===== src/rtl/output_collector.sv =====
// -----------------------------------------------------------------------------
// output_collector
//   Collects one frame of 32-bit result words from the upstream datapath into a
//   first-word-fall-through FIFO. The host drains the FIFO through a
//   valid/ready pop port. The frame length is announced up front on out_count.
//   The block tracks received words until the frame is complete. It then waits
//   for the FIFO to drain and raises done.
//
// Ports
//   clk             : clock, all state changes on the rising edge
//   clear           : asynchronous active-low reset
//   enable          : gates capture of y_valid words (pops are unaffected)
//   data_in         : result word, valid when y_valid=1
//   y_valid         : data_in valid this cycle
//   out_count       : expected word count of the next frame
//   out_count_valid : out_count valid this cycle
//   rd_data         : FIFO head word (0 while empty)
//   rd_valid        : FIFO not empty
//   rd_ready        : host pop request, effective when rd_valid=1
//   level           : FIFO occupancy, 0..DEPTH
//   done            : frame fully received and FIFO drained
//   overflow        : a word was dropped on full during this frame
//   protocol_err    : a word or count arrived in an illegal state (sticky)
// -----------------------------------------------------------------------------
module output_collector #(
    parameter int DEPTH = 16,
    parameter int AW    = 4
) (
    input  logic          clk,
    input  logic          clear,
    input  logic          enable,
    input  logic [31:0]   data_in,
    input  logic          y_valid,
    input  logic [31:0]   out_count,
    input  logic          out_count_valid,
    output logic [31:0]   rd_data,
    output logic          rd_valid,
    input  logic          rd_ready,
    output logic [AW:0]   level,
    output logic          done,
    output logic          overflow,
    output logic          protocol_err
);

    localparam logic [1:0] S_IDLE    = 2'd0;
    localparam logic [1:0] S_COLLECT = 2'd1;
    localparam logic [1:0] S_DRAIN   = 2'd2;
    localparam logic [1:0] S_DONE    = 2'd3;

    localparam logic [AW:0] FULL_LEVEL = (AW + 1)'(DEPTH);

    logic [31:0]   r_mem [0:DEPTH-1];
    logic [AW-1:0] r_wr_ptr;
    logic [AW-1:0] r_rd_ptr;
    logic [AW:0]   r_level;
    logic [1:0]    r_state;
    logic [31:0]   r_expected;
    logic [31:0]   r_received;
    logic          r_overflow;
    logic          r_protocol_err;

    logic          w_word;
    logic          w_full;
    logic          w_empty;
    logic          w_pop;
    logic          w_push;
    logic [31:0]   w_recv_next;

    assign w_word      = y_valid & enable;
    assign w_full      = (r_level == FULL_LEVEL);
    assign w_empty     = (r_level == '0);
    // Pop is only possible on a non-empty FIFO, so an empty FIFO never bypasses.
    assign w_pop       = rd_ready & ~w_empty;
    // A full FIFO still accepts the push when the head leaves in the same cycle.
    assign w_push      = (r_state == S_COLLECT) & w_word & (~w_full | w_pop);
    assign w_recv_next = r_received + 32'd1;

    // Storage is data-only and needs no reset; rd_data is masked while empty.
    always_ff @(posedge clk) begin
        if (w_push) begin
            r_mem[r_wr_ptr] <= data_in;
        end
    end

    always_ff @(posedge clk or negedge clear) begin
        if (!clear) begin
            r_wr_ptr <= '0;
            r_rd_ptr <= '0;
            r_level  <= '0;
        end else begin
            // Pointers are AW bits wide, so they wrap modulo DEPTH naturally.
            if (w_push) begin
                r_wr_ptr <= r_wr_ptr + 1'b1;
            end
            if (w_pop) begin
                r_rd_ptr <= r_rd_ptr + 1'b1;
            end
            case ({w_push, w_pop})
                2'b10:   r_level <= r_level + 1'b1;
                2'b01:   r_level <= r_level - 1'b1;
                default: r_level <= r_level;
            endcase
        end
    end

    always_ff @(posedge clk or negedge clear) begin
        if (!clear) begin
            r_state        <= S_IDLE;
            r_expected     <= '0;
            r_received     <= '0;
            r_overflow     <= 1'b0;
            r_protocol_err <= 1'b0;
        end else begin
            case (r_state)
                S_IDLE, S_DONE: begin
                    if (out_count_valid) begin
                        r_expected <= out_count;
                        r_received <= '0;
                        r_overflow <= 1'b0;
                        // An empty frame completes immediately.
                        r_state    <= (out_count == '0) ? S_DONE : S_COLLECT;
                    end
                    if (w_word) begin
                        r_protocol_err <= 1'b1;
                    end
                end
                S_COLLECT: begin
                    if (w_word) begin
                        // Dropped words are still counted so the frame ends on time.
                        r_received <= w_recv_next;
                        if (w_full && !w_pop) begin
                            r_overflow <= 1'b1;
                        end
                        if (w_recv_next == r_expected) begin
                            r_state <= S_DRAIN;
                        end
                    end
                    if (out_count_valid) begin
                        r_protocol_err <= 1'b1;
                    end
                end
                S_DRAIN: begin
                    if (w_empty) begin
                        r_state <= S_DONE;
                    end
                    if (w_word || out_count_valid) begin
                        r_protocol_err <= 1'b1;
                    end
                end
                default: r_state <= S_IDLE;
            endcase
        end
    end

    assign rd_valid     = ~w_empty;
    assign rd_data      = w_empty ? 32'd0 : r_mem[r_rd_ptr];
    assign level        = r_level;
    assign done         = (r_state == S_DONE);
    assign overflow     = r_overflow;
    assign protocol_err = r_protocol_err;

endmodule


===== config.mk =====
export PLATFORM = sky130hd
export DESIGN_NAME = output_collector
export DESIGN_NICKNAME = d
export VERILOG_FILES = /design/src/rtl/output_collector.sv
export SDC_FILE = /design/constraint.sdc
export NUM_CORES = 1
export LEC_CHECK = 0
export BUFFER_PORTS_ARGS = -buffer_cell sky130_fd_sc_hd__buf_2
export CAP_MARGIN = 20
export CORE_MARGIN = 2
export CORE_UTILIZATION = 25
export DETAILED_ROUTE_END_ITERATION = 7
export GPL_TIMING_DRIVEN = 0
export HOLD_SLACK_MARGIN = 0.05
export SETUP_SLACK_MARGIN = 0.2
export SYNTH_ARGS = -nofsm -noshare
export SYNTH_HDL_FRONTEND = slang
export SYNTH_SLANG_ARGS = --single-unit

===== constraint.sdc =====
create_clock -name clk -period 8.98 [get_ports clk]
set_clock_uncertainty 0.1 [all_clocks]
set_input_delay 1.347 -clock clk [delete_from_list [all_inputs] [get_ports clk]]
set_output_delay 1.347 -clock clk [all_outputs]
set_load 0.1 [all_outputs]

==> results by group <==
Clocking
  – CTS sink cnt: around 590
  – Clock Latency Late Sink: 0.60 ns
  – Hold_buf cts: 0
  – Setup bufs post-CTS: 0
  – PostCTS Resize Cnt: 0
  – H-Tree Depth: 3
  – CTS buffer count: 66
  – CTS tree: built
  – Clock transition at the registers of the reported paths: about 0.060 ns
  – Clk buf depth: 3
  – Clock Tree Root: clkbuf_16

Yosys
  – Most instantiated library cell after synthesis: edfxtp_1
  – Mapped Avg Cell Area: approximately 19 um2
  – Asr flop ratio synth: 13.66%
  – Dominant cell type by area after synthesis: edfxtp_1
  – Top FF cell, synth: edfxtp_1
  – FF+latch count, synth: between 500 and 600
  – Ys Warns: 0
  – Seq/Total Area, Yosys: 71.37%
  – Synth top area share: 63.06%
  – Synthesized area: between 0.02 and 0.025 mm2
  – Gate count of the mapped netlist: about 1.3k
  – Most area-consuming cells after synthesis: edfxtp_1 (63%), mux4_2 (15%), dfrtp_1 (8.3%)
  – EDFF count, synth: between 500 and 600
  – Post-synthesis cell type count: just under 60
  – Post-Syn Nets: about 1.4k
  – Synth top cells by count: edfxtp_1 (512), mux4_2 (160), dfrtp_1 (81)

Pwr
  – Clock share of power: 26.9%
  – Pwr Density: between 300 and 400 mW/mm2
  – Sw Ratio: between 30% and 40%
  – Comb pwr share: between 30% and 40%
  – Int Pwr: 6.022 mW
  – Leak: between 9 and 10 nW
  – Net load switching power: between 3 and 4 mW
  – Sequential group share of total power: between 30% and 40%
  – Peak VDD IR: between 0.5 and 0.6 mV

Layout
  – Share of layout cells above drive strength 1: 29.69%
  – # fillers: 9418
  – Diodes inserted: 0
  – Layout area overhead: 19.90%
  – Layout net count: 1578

Min path
  – Hold Crit Start: protocol_err
  – Hold Crit Class: flop to flop
  – Hold Crit Depth: 1
  – Hold Path End: protocol_err

Detailed routing
  – Via density: ~4.6
  – Via count: roughly 13k
  – TritonRoute pass-1 iters: 5
  – DRT antenna net count: 0
  – Initial DRC Count: around 1.4k
  – WL final: 62.07 mm
  – Drt drc: 0
  – Wire length per cell: around 22 um

Timing
  – Max-slew violation count: 0
  – Setup TNS: 0 ns
  – Worst hold margin: ~0.38 ns
  – Period utilization: 62.30%
  – Worst-Margin Slew: 1.066 ns
  – Endpoints failing hold: 0
  – RSZ-0062 raised after global routing: false
  – Fmax: about 180 MHz
  – Max_slew headroom: between 20% and 30%
  – Fin crit period: roughly 5.6 ns
  – Final setup viols: 0

Worst setup path
  – Setup Crit Path Kind: flop to primary output
  – Crit-path max FO: 10
  – Worst reg2reg path startpoint: r_received[19]
  – Worst R2R Path Depth: 9
  – Setup crit start: r_rd_ptr[0]
  – Internal reg-to-reg setup slack: between 5 and 6 ns
  – Crit. End Element: primary output
  – Worst EP arrival: slightly above 4 ns
  – Crit start category: flop
  – CP required: between 7 and 8 ns
  – RR Endpoint: r_state[1]

Placed design
  – HPWL Detailed: 39.77 mm
  – Routability cong.: slightly below 0.9
  – Port Buffers: 110

Floorplanning
  – Core area: between 0.09 and 0.1 mm2
  – Die area: between 0.1 and 0.15 mm2
  – Initial Utilization: around 25%
  – Die Span X: 316.3 um
  – Row cnt: approximately 110
  – DIE HEIGHT: approximately 320 um
  – Top-Level Pins: 111

GRT
  – Largest net degree at the start of global routing: 43
  – First-pass GRT wire length: 90.71 mm
  – Grt ovf: 0
  – Vias in the first global route: approximately 14k
  – GRT Overall Usage: approximately an eighth
  – Antenna violations before repair: 8

Status
  – Outcome: finished, final reports clean

Job
  – Max cap viols: 0
per-layer routing:
metal	track usage [%]	vias to the layer above	part of all wire, %
met5	0	-	0.079
met3	2.767	84	6.1
li1	-	5631	-
met2	20.05	475	48
met1	16.94	6898	44
met4	3.173	8	1.8
layout make-up:
type	instances	area (um2)	share of cell area [%]
buffer	69	271.5	0.9288
clock buffer	80	1767	6.043
clock inverter	40	391.6	1.340
inverter	12	45.04	0.1541
multi-input combinational	615	6683	22.86
sequential	593	17400	59.53
tap	1276	1597	5.461
timing repair buffer	137	1077	3.685
cells by family (layout without fill, tap and decap cells):
group	after synthesis	in the layout	synth area share, %
xor gates and xnor gates	56	56	2.012
DFF	593	593	71.37
buffers and inverters	81	338	1.298
adders and majority gates	14	14	0.7493
muxes	198	198	16.51
and+or+nand+nor	236	236	5.281
AOI/OAI and AO/OA	111	111	2.771
worst max path at each step:
stage                  end  slack (ns)  cells past startpoint
3_5_place_dp    rd_data[1]        3.88                      7
3_3_place_gp    rd_data[0]        3.87                      7
6_report        rd_data[1]        3.39                      7
2_1_floorplan  rd_data[22]        4.15                      5
5_1_grt         rd_data[1]        3.12                      7
4_1_cts         rd_data[1]        3.20                      7
through the flow:
stage | power [mW] | area (um2) | cells | utilization (%) | worst slack [ns]
finish | 9.911 | 29230 | 2822 | 30.23 | 3.385
global route | 10.32 | 29230 | 2822 | 30.23 | 3.124
CTS | 9.995 | 29120 | 2814 | 30.11 | 3.202
detailed placement | 7.302 | 26960 | 2694 | 27.88 | 3.875
global placement | 7.237 | 26530 | 2675 | 27.43 | 3.869
floorplan | 6.285 | 24380 | 1289 | - | 4.146
cell usage in the layout, fill, tap and decap left out, types with 14 or more instances in the layout:
cell type	instances
nand2_1	47
clkbuf_16	68
buf_2	116
edfxtp_1	512
a21oi_1	16
nand3_1	20
clkbuf_1	55
and2_2	16
mux2_2	33
and2_1	35
xnor2_1	36
nor4_1	17
nor2_1	35
mux4_2	160
buf_1	16
nand4_1	14
xor2_1	20
o21ai_0	50
dfrtp_1	81
worst max-delay path: stages (launching register included):
cell and delay, ns:
dfrtp_1 0.36, clkbuf_1 0.20, clkbuf_1 0.46, buf_1 0.85
mux4_2 0.61, mux4_2 0.55, and2_1 0.21, buf_2 0.30
power by group through the flow:
stage	combinational, mW	clock [mW]	sequential [mW]
6_report	3.95	2.66	3.29
5_1_grt	4.18	2.83	3.31
4_1_cts	3.97	2.73	3.29
3_5_place_dp	3.95	0	3.35
3_3_place_gp	3.89	0	3.34
2_1_floorplan	2.89	0	3.40
flip-flops by register name (all words and copies together), names as in the netlist:
signal / cells
r_received: 32
r_rd_ptr: 4
r_wr_ptr: 4
r_expected: 32
level: 5
overflow: 1
r_mem: 512
r_state: 2
protocol_err: 1
Power figures use the tool's default switching activity.
